**src/rtl/adc_capture_seq_if.sv**
```systemverilog
`default_nettype none
// ============================================================================
// Module   : adc_capture_seq_if
// Brief    : Command/config/status bundle between the register bank, the
//            capture sequencer and the ADC DDR datapath.
// Revision : 1.0 - initial release
// ============================================================================
interface adc_capture_seq_if #(
  parameter int CNT_W = 16
);
  logic             cmd_start;
  logic             cmd_abort;
  logic [CNT_W-1:0] cfg_burst_len;
  logic             sample_valid;
  logic             ddr_reset;
  logic             data_en;
  logic             busy;
  logic             done;
  logic [CNT_W-1:0] sample_cnt;
  logic             cnt_wrap;
  logic             timeout;

  modport master (
    output cmd_start, cmd_abort, cfg_burst_len, sample_valid,
    input  ddr_reset, data_en, busy, done, sample_cnt, cnt_wrap, timeout
  );

  modport slave (
    input  cmd_start, cmd_abort, cfg_burst_len, sample_valid,
    output ddr_reset, data_en, busy, done, sample_cnt, cnt_wrap, timeout
  );
endinterface
`default_nettype wire

```
**src/rtl/adc_capture_seq.sv**
```systemverilog
`default_nettype none
// ============================================================================
// Module   : adc_capture_seq
// Brief    : AD9643 capture sequencer: DDR reset pulse, settle wait, then a
//            counted or continuous capture window. Optional capture watchdog
//            is enabled by defining CAPTURE_TIMEOUT_EN.
// Revision : 1.0 - initial release
// ============================================================================
module adc_capture_seq #(
  parameter int RST_CYCLES     = 4,
  parameter int SETTLE_CYCLES  = 8,
  parameter int CNT_W          = 16,
  parameter int TIMEOUT_CYCLES = 1024
) (
  input  wire logic        s_axi_aclk,
  input  wire logic        s_axi_aresetn,
  adc_capture_seq_if.slave bus
);

  localparam logic [2:0] c_S_IDLE    = 3'd0;
  localparam logic [2:0] c_S_RST     = 3'd1;
  localparam logic [2:0] c_S_SETTLE  = 3'd2;
  localparam logic [2:0] c_S_CAPTURE = 3'd3;
  localparam logic [2:0] c_S_DONE    = 3'd4;

  // One phase counter serves the reset pulse, the settle wait and the watchdog.
  localparam int c_PH_MAX_RS = (RST_CYCLES > SETTLE_CYCLES) ? RST_CYCLES : SETTLE_CYCLES;
  localparam int c_PH_MAX    = (TIMEOUT_CYCLES > c_PH_MAX_RS) ? TIMEOUT_CYCLES : c_PH_MAX_RS;
  localparam int c_PH_W      = $clog2(c_PH_MAX + 1);

  logic [2:0]        state_q, state_d;
  logic [c_PH_W-1:0] ph_q, ph_d;
  logic [CNT_W-1:0]  len_q, len_d;
  logic [CNT_W-1:0]  cnt_q, cnt_d;
  logic              wrap_q, wrap_d;
  logic              to_q, to_d;
  logic              ddr_reset_q, data_en_q, busy_q, done_q;

  always_comb begin
    state_d = state_q;
    ph_d    = ph_q;
    len_d   = len_q;
    cnt_d   = cnt_q;
    wrap_d  = wrap_q;
    to_d    = to_q;
    if ((state_q != c_S_IDLE) && bus.cmd_abort) begin
      state_d = c_S_IDLE;
    end else begin
      case (state_q)
        c_S_IDLE: begin
          if (bus.cmd_start && !bus.cmd_abort) begin
            state_d = c_S_RST;
            len_d   = bus.cfg_burst_len;
            cnt_d   = '0;
            wrap_d  = 1'b0;
            to_d    = 1'b0;
            ph_d    = c_PH_W'(RST_CYCLES - 1);
          end
        end
        c_S_RST: begin
          if (ph_q == '0) begin
            state_d = c_S_SETTLE;
            ph_d    = c_PH_W'(SETTLE_CYCLES - 1);
          end else begin
            ph_d = ph_q - 1'b1;
          end
        end
        c_S_SETTLE: begin
          if (ph_q == '0) begin
            state_d = c_S_CAPTURE;
          end else begin
            ph_d = ph_q - 1'b1;
          end
        end
        c_S_CAPTURE: begin
          if (bus.sample_valid) begin
            cnt_d = cnt_q + 1'b1;
            ph_d  = '0;
            // Only continuous mode can run the counter past all-ones.
            if ((len_q == '0) && (cnt_q == '1)) begin
              wrap_d = 1'b1;
            end
            if ((len_q != '0) && (cnt_d == len_q)) begin
              state_d = c_S_DONE;
            end
          end
`ifdef CAPTURE_TIMEOUT_EN
          else if (ph_q == c_PH_W'(TIMEOUT_CYCLES - 1)) begin
            to_d    = 1'b1;
            state_d = c_S_IDLE;
          end else begin
            ph_d = ph_q + 1'b1;
          end
`endif
        end
        c_S_DONE: state_d = c_S_IDLE;
        default:  state_d = c_S_IDLE;
      endcase
    end
  end

  always_ff @(posedge s_axi_aclk or negedge s_axi_aresetn) begin
    if (!s_axi_aresetn) begin
      state_q     <= c_S_IDLE;
      ph_q        <= '0;
      len_q       <= '0;
      cnt_q       <= '0;
      wrap_q      <= 1'b0;
      to_q        <= 1'b0;
      ddr_reset_q <= 1'b0;
      data_en_q   <= 1'b0;
      busy_q      <= 1'b0;
      done_q      <= 1'b0;
    end else begin
      state_q     <= state_d;
      ph_q        <= ph_d;
      len_q       <= len_d;
      cnt_q       <= cnt_d;
      wrap_q      <= wrap_d;
      to_q        <= to_d;
      ddr_reset_q <= (state_d == c_S_RST);
      data_en_q   <= (state_d == c_S_CAPTURE);
      busy_q      <= (state_d != c_S_IDLE);
      done_q      <= (state_d == c_S_DONE);
    end
  end

  assign bus.ddr_reset  = ddr_reset_q;
  assign bus.data_en    = data_en_q;
  assign bus.busy       = busy_q;
  assign bus.done       = done_q;
  assign bus.sample_cnt = cnt_q;
  assign bus.cnt_wrap   = wrap_q;
  assign bus.timeout    = to_q;

endmodule
`default_nettype wire

```
**src/flat_wrapper.sv**
```systemverilog
// flat-port wrapper written by rule: the top's interface ports become plain ports
module adc_capture_seq_flat 
#(
  parameter int RST_CYCLES     = 4,
  parameter int SETTLE_CYCLES  = 8,
  parameter int CNT_W          = 16,
  parameter int TIMEOUT_CYCLES = 1024
)
  (s_axi_aclk, s_axi_aresetn, bus_cmd_start, bus_cmd_abort, bus_cfg_burst_len, bus_sample_valid, bus_ddr_reset, bus_data_en, bus_busy, bus_done, bus_sample_cnt, bus_cnt_wrap, bus_timeout);
  adc_capture_seq_if #(.CNT_W(CNT_W)) bus_i ();
  input  wire logic s_axi_aclk;
  input  wire logic s_axi_aresetn;
  input wire logic [$bits(bus_i.cmd_start)-1:0] bus_cmd_start;
  input wire logic [$bits(bus_i.cmd_abort)-1:0] bus_cmd_abort;
  input wire logic [$bits(bus_i.cfg_burst_len)-1:0] bus_cfg_burst_len;
  input wire logic [$bits(bus_i.sample_valid)-1:0] bus_sample_valid;
  output wire logic [$bits(bus_i.ddr_reset)-1:0] bus_ddr_reset;
  output wire logic [$bits(bus_i.data_en)-1:0] bus_data_en;
  output wire logic [$bits(bus_i.busy)-1:0] bus_busy;
  output wire logic [$bits(bus_i.done)-1:0] bus_done;
  output wire logic [$bits(bus_i.sample_cnt)-1:0] bus_sample_cnt;
  output wire logic [$bits(bus_i.cnt_wrap)-1:0] bus_cnt_wrap;
  output wire logic [$bits(bus_i.timeout)-1:0] bus_timeout;
  assign bus_i.cmd_start = bus_cmd_start;
  assign bus_i.cmd_abort = bus_cmd_abort;
  assign bus_i.cfg_burst_len = bus_cfg_burst_len;
  assign bus_i.sample_valid = bus_sample_valid;
  assign bus_ddr_reset = bus_i.ddr_reset;
  assign bus_data_en = bus_i.data_en;
  assign bus_busy = bus_i.busy;
  assign bus_done = bus_i.done;
  assign bus_sample_cnt = bus_i.sample_cnt;
  assign bus_cnt_wrap = bus_i.cnt_wrap;
  assign bus_timeout = bus_i.timeout;
  adc_capture_seq #(.RST_CYCLES(RST_CYCLES), .SETTLE_CYCLES(SETTLE_CYCLES), .CNT_W(CNT_W), .TIMEOUT_CYCLES(TIMEOUT_CYCLES)) u_core (.s_axi_aclk(s_axi_aclk), .s_axi_aresetn(s_axi_aresetn), .bus(bus_i));
endmodule
```
**config.mk**
```make
export PLATFORM = sky130hd
export DESIGN_NAME = adc_capture_seq_flat
export DESIGN_NICKNAME = d
export VERILOG_FILES = /design/src/rtl/adc_capture_seq_if.sv /design/src/rtl/adc_capture_seq.sv /design/src/flat_wrapper.sv
export SDC_FILE = /design/constraint.sdc
export NUM_CORES = 1
export LEC_CHECK = 0
export ABC_AREA = 1
export CAP_MARGIN = 20
export CORE_MARGIN = 10
export CORE_UTILIZATION = 40
export DETAILED_ROUTE_END_ITERATION = 7
export PLACE_DENSITY = 0.76
export SETUP_SLACK_MARGIN = 0.3
export SYNTH_ARGS = -nofsm -noshare
export SYNTH_HDL_FRONTEND = slang
export SYNTH_SLANG_ARGS = --single-unit
export TNS_END_PERCENT = 10
```
**constraint.sdc**
```tcl
create_clock -name s_axi_aclk -period 1.9 [get_ports s_axi_aclk]
set_input_delay 0.285 -clock s_axi_aclk [delete_from_list [all_inputs] [get_ports s_axi_aclk]]
set_output_delay 0.285 -clock s_axi_aclk [all_outputs]
set_load 0.02 [all_outputs]
```
==> results.ini, run 1 <==
[clock_tree]
clk_pin_slew_ns = 0.10
htree_levels = 2
clock-sinks = 51
root_buffer = clkbuf_8
cts_tree = done
numCtsBuffers = 5
clkLatencyLatePin_ns = 0.32
clockBufferDepth = 2

[logic_synthesis]
synth_flop_cell = dfrtp_1
ys_ff_latch = 51
ys_seq_area_frac = 0.4304
avgSynthCellArea_sq_um = 7.094
netlist_area_sq_um = 2965
async_reset_ff_frac = 1.000
yosysUniqueCellTypes = 28
yosysWarnings = 0
synth_fp_nets = 441
syn_inst = 418
synth_enable_flop_cells = 0

[power_and_ir_drop]
power_frac_comb = 0.481
p_int_mw = 2.810
sequentialPowerShare = 0.345
ir_drop_mv = 0.6306
p_switching_mw = 1.856
powerDensity_nw_per_um2 = 1092
p_total_mw = 4.666
cellLeakagePower_nw = 2.114
p_clk_frac = 0.174
swShare = 0.3978

[floorplan]
fp.dieW_um = 106.1
fp-row-count = 31
io_pins = 43
coreArea_sq_um = 7214
start_util = 0.4110
dieArea_sq_um = 11260
die_h_um = 106.1

[worst_setup_path]
required_ns = 2.10
worst_path_max_delay_cell = dfrtp_2
reg2reg_depth = 14
crit_buf_inv = 1
critPathKind = flip-flop to flip-flop
cp-start-kind = flip-flop
r2r-start = u_core.bus.sample_cnt[0]
crit_family = simple AND/OR/NAND/NOR gates
cp_common_cell = nand2_1
reg2reg_to = u_core.bus.busy
crit_chain = ha_4, nand3_2, o21ai_1, nand2_1, nand2_1, nand2_1, inv_1, nand3_1, nor2_2, nand2_1, nand2_2, nand3_2, nand2_2, nand3_1
crit_path_max_incr_delay_ns = 0.43
rrSetupSlack_ns = -0.05
end_kind = flip-flop
critPathMaxFanout = 5
startpoint = u_core.bus.sample_cnt[0]
cp_data_arrival_time_ns = 2.15

[global_routing]
track_usage = 0.1561
grt_max_degree = 31
grt_pass1_vias = 3182
grt_pass1_wl_um = 14610
grt_antenna_before_repair = 0
overflow = 0

[route]
drt_pre_antenna_iters = 5
finalWirelength_um = 8939
num_vias = 3192
avgViaCountPerCell = 5.067
drc = 0
drtAntennaViolNets = 0
drtIter0Drc = 172
routedWlPerCell_um = 14.19

[timing]
period_share = 1.029
fin_skew_ns = 0.01335
setup_slack_ns = -0.05426
min_period_ns = 1.954
setup_viol = 5
max_freq_mhz = 511.7
drv_slew = 0
rsz0062_at_grt = true
setup_tns_ns = -0.1223
final_hold_viol_count = 0

[finish]
layout.cells.non_filler = 630
nFillCells = 663
areaGrowthSynthToFinish_pct = 44.05
final_common_cell = nand2_1
final_area_sq_um = 4272
drive_gt1_frac = 0.2580
final_cell_mix = 112 x nand2_1, 66 x buf_4, 53 x inv_1
num_antenna_cells = 0
nets = 553

[status]
status = finished, violations left
violations = negative setup slack

[placement]
dp_cells = 603
port_buffers = 41
gp_congestion = 0.9191
place_area_sq_um = 3890
hpwl_um = 6634

[worst_hold_path]
min_path_type = input pin to asynchronous set/reset pin

[job]
cap_violations = 0

-- flip-flops by register name, indices dropped and copies added, names as in the netlist, 3 cells and up --
signal                 count
u_core.bus.sample_cnt     16
u_core.len_q              16
u_core.ph_q               11
u_core.state_q             3
-- final cells by class --
cell class | instances | area (sq um) | share of cell area
multi-input combinational | 302 | 1593 | 0.3729
clock buffer | 6 | 82.58 | 0.01933
timing repair buffer | 111 | 930.9 | 0.2179
inverter | 59 | 224.0 | 0.05243
tap | 99 | 123.9 | 0.02900
clock inverter | 2 | 35.03 | 0.008202
sequential | 51 | 1282 | 0.3002
-- routing by layer --
metal  vias to the layer above  track usage  share of wire
met5                         -            0              0
met1                      1488       0.1868           0.41
met4                         0      0.05222          0.015
met2                       120       0.2699           0.50
li1                       1568            -              -
met3                        16      0.03563          0.071
-- worst max path at each step --
stage	to	depth (start not counted)	slack [ns]
detailed placement	u_core.ph_q[7]	15	-0.16
CTS	u_core.bus.busy	15	-0.07
global placement	u_core.ph_q[7]	15	-0.11
finish	u_core.bus.busy	14	-0.05
floorplan	u_core.bus.busy	16	0.02
global route	u_core.bus.busy	14	-0.22
-- per-stage QoR --
step / setup slack (ns) / utilization / hold WS (ns)
after floorplan: 0.02062 / - / -0.01059
after global placement: -0.1107 / 0.5392 / 0.1474
after detailed placement: -0.1559 / 0.5392 / 0.1471
after CTS: -0.07089 / 0.5695 / 0.3347
after global routing: -0.2192 / 0.5921 / 0.3387
final: -0.05426 / 0.5921 / 0.3304
-- Yosys cell counts (2+ instances only) --
library cell | number | share of area
nand2_1 | 118 | 0.15
inv_1 | 55 | 0.070
dfrtp_1 | 51 | 0.43
nor2_1 | 45 | 0.057
nand3_1 | 43 | 0.073
o21ai_0 | 26 | 0.044
nand4_1 | 12 | 0.025
nand2_2 | 9 | 0.019
o22ai_1 | 9 | 0.019
nor3_1 | 8 | 0.014
a21oi_1 | 6 | 0.010
nor2_2 | 6 | 0.013
clkbuf_1 | 4 | 0.0051
xor2_1 | 4 | 0.012
inv_2 | 3 | 0.0038
a31oi_1 | 2 | 0.0042
ha_1 | 2 | 0.0084
nand3_2 | 2 | 0.0068
nor2_4 | 2 | 0.0076
o2111ai_1 | 2 | 0.0059
o21a_1 | 2 | 0.0051
-- repair_timing --
action,in CTS,in global routing
resized for setup,33,30
hold buffers,1,0
endpoints found under the hold margin,7,0
setup buffers,9,9
pin swaps,10,11
endpoints found under the setup margin,34,52
gates cloned,0,0
-- power by group through the flow --
stage	Sequential (mW)	Combinational (mW)	Clock, mW
6_report	1.61	2.24	0.812
2_1_floorplan	1.61	1.14	0
5_1_grt	1.65	2.49	0.865
3_3_place_gp	1.60	1.87	0
4_1_cts	1.60	2.04	0.822
3_5_place_dp	1.61	1.90	0
-- cells by family (layout without fill, tap and decap cells) --
family	count (synthesis)	after routing	synth area share
AOI/OAI and AO/OA	48	48	0.08987
xor gates and xnor gates	6	6	0.02236
adders and majority gates	2	2	0.008437
buffers and inverters	65	178	0.08396
DFF	51	51	0.4304
other	1	1	0.001265
and+or+nand+nor	245	245	0.3637
No activity file was read; power rests on OpenSTA's default activity.
==> run 2, diff against run 1 <==
Settings changed: SETUP_SLACK_MARGIN 0.3 to 0.4.
==> run 2 against run 1 <==
Against the previous run:
- the flow still finishes with violations (negative setup slack)
- register-to-register slack got worse by 0.03 ns
- global-route usage increased by 0.93 points
- die area unchanged
- critical path type unchanged
- maximum frequency down 1.7%
- via count is 1.8% higher
- sequential share of layout area down 0.55 points
- critical path depth is 2 higher
- utilization is 1.1 points higher
- non-clock buffer count is 2 lower
- first-iteration DRC count is 20% higher
==> results.ini, run 2 (synthesized netlist as in run 1, its figures left out) <==
[status]
status = finished, violations left
violations = negative setup slack

[timing]
drv_slew = 0
setup_slack_ns = -0.08788
min_period_ns = 1.988
setup_viol = 5
fin_skew_ns = 0.006951
rsz0062_at_grt = true
holdWs_ns = 0.4023
max_freq_mhz = 503.0
period_share = 1.046
final_hold_viol_count = 0

[clock_tree]
clockBufferDepth = 2
clk_pin_slew_ns = 0.09
numCtsBuffers = 5
cts_tree = done
htree_levels = 2
clock-sinks = 51
root_buffer = clkbuf_8
clkLatencyLatePin_ns = 0.31

[worst_setup_path]
worst_path_max_delay_cell = dfrtp_2
required_ns = 2.10
rrSetupSlack_ns = -0.09
critPathMaxFanout = 4
reg2reg_depth = 16
crit_chain = ha_4, inv_1, nand2_2, nand2_2, nand2_1, nand2_1, nor2_2, nand3_1, nor2_1, nand3_1, nor2_2, nand2_1, nand2_2, nand3_2, nand2_4, nand3_2
r2r-start = u_core.bus.sample_cnt[0]
cp_data_arrival_time_ns = 2.19
crit_path_max_incr_delay_ns = 0.43
reg2reg_to = u_core.bus.busy
critPathKind = flip-flop to flip-flop
end_kind = flip-flop
cp-start-kind = flip-flop

[power_and_ir_drop]
p_total_mw = 4.741
p_switching_mw = 1.940
p_clk_frac = 0.169
cellLeakagePower_nw = 2.087
p_int_mw = 2.801
power_frac_comb = 0.493
sequentialPowerShare = 0.339
swShare = 0.4092
powerDensity_nw_per_um2 = 1090
ir_drop_mv = 0.3814

[finish]
fin_util = 0.6032
areaGrowthSynthToFinish_pct = 46.75
final_common_cell = nand2_1
nets = 551
drive_gt1_frac = 0.3062
final_cell_mix = 106 x nand2_1, 61 x buf_4, 50 x inv_1
layout.cells.non_filler = 628
num_antenna_cells = 0

[floorplan]
fp-row-count = 31
dieArea_sq_um = 11260
fp.dieW_um = 106.1
io_pins = 43
coreArea_sq_um = 7214
start_util = 0.4110
die_h_um = 106.1

[placement]
dp_cells = 601
gp_congestion = 0.8995
hpwl_um = 6561
port_buffers = 41
post-place-ws_ns = -0.2067

[route]
drt_pre_antenna_iters = 5
avgViaCountPerCell = 5.174
finalWirelength_um = 9340
drtAntennaViolNets = 0
drtIter0Drc = 206
num_vias = 3249
routedWlPerCell_um = 14.87
drc = 0

[global_routing]
grt_max_degree = 31
grt_pass1_wl_um = 15640
overflow = 0
track_usage = 0.1654
grt_antenna_before_repair = 0
grt_pass1_vias = 3391

[worst_hold_path]
min_path_type = input pin to asynchronous set/reset pin

[job]
cap_violations = 0

## run 2: routing by layer
layer	up-vias	GRT usage	wire (um)
met5	-	0	0
met4	0	0.07060	203
met3	23	0.04046	529
met2	120	0.2836	4776
met1	1542	0.1924	3831
li1	1564	-	-
## run 2: cell type report
| type | count | area, sq um |
|---|---|---|
| fillers | 649 | 2863 |
| clock buffers | 6 | 82.58 |
| inverters | 59 | 224.0 |
| repair buffers | 109 | 903.4 |
| well taps | 99 | 123.9 |
| clock inverters | 2 | 35.03 |
| flip-flops and latches | 51 | 1282 |
| multi-input cells | 302 | 1700 |
## run 2: worst max-delay path, delay by kind of cell (launching register included)
family                     cells  cell delay, ns
buffers and inverters          1            0.08
adders and majority gates      1            0.19
and+or+nand+nor               14            1.18
DFF                            1            0.43
## run 2: repair_timing
item,in CTS,in global routing
endpoints found under the setup margin,56,62
pin swaps,26,12
setup buffers,13,5
hold endpoints to repair,12,0
hold buffers,1,0
resized for setup,82,38
## run 2: stage by stage
step                      cell area, sq um  setup TNS (ns)
final                                 4352         -0.3509
after CTS                             4259         -0.1630
after floorplan                       3000               0
after detailed placement              3887          -1.346
after global routing                  4352          -2.009
after global placement                3887         -0.7500
## run 2: power by group through the flow
stage | Combinational [mW] | Clock (mW) | Sequential, mW
final | 2.34 | 0.799 | 1.61
after global routing | 2.60 | 0.873 | 1.64
after CTS | 2.16 | 0.822 | 1.60
after detailed placement | 1.88 | 0 | 1.61
after global placement | 1.85 | 0 | 1.60
after floorplan | 1.14 | 0 | 1.61
## run 2: how the worst max path moves through the flow
stage          cells past startpoint  slack (ns)                startpoint              endpoint
2_1_floorplan                     16        0.02  u_core.bus.sample_cnt[0]       u_core.bus.busy
3_3_place_gp                      11       -0.12             bus_cmd_start        u_core.ph_q[7]
3_5_place_dp                      11       -0.21             bus_cmd_start        u_core.ph_q[7]
4_1_cts                           16       -0.05  u_core.bus.sample_cnt[0]       u_core.bus.busy
5_1_grt                           17       -0.31  u_core.bus.sample_cnt[0]  u_core.bus.ddr_reset
6_report                          16       -0.09  u_core.bus.sample_cnt[0]       u_core.bus.busy
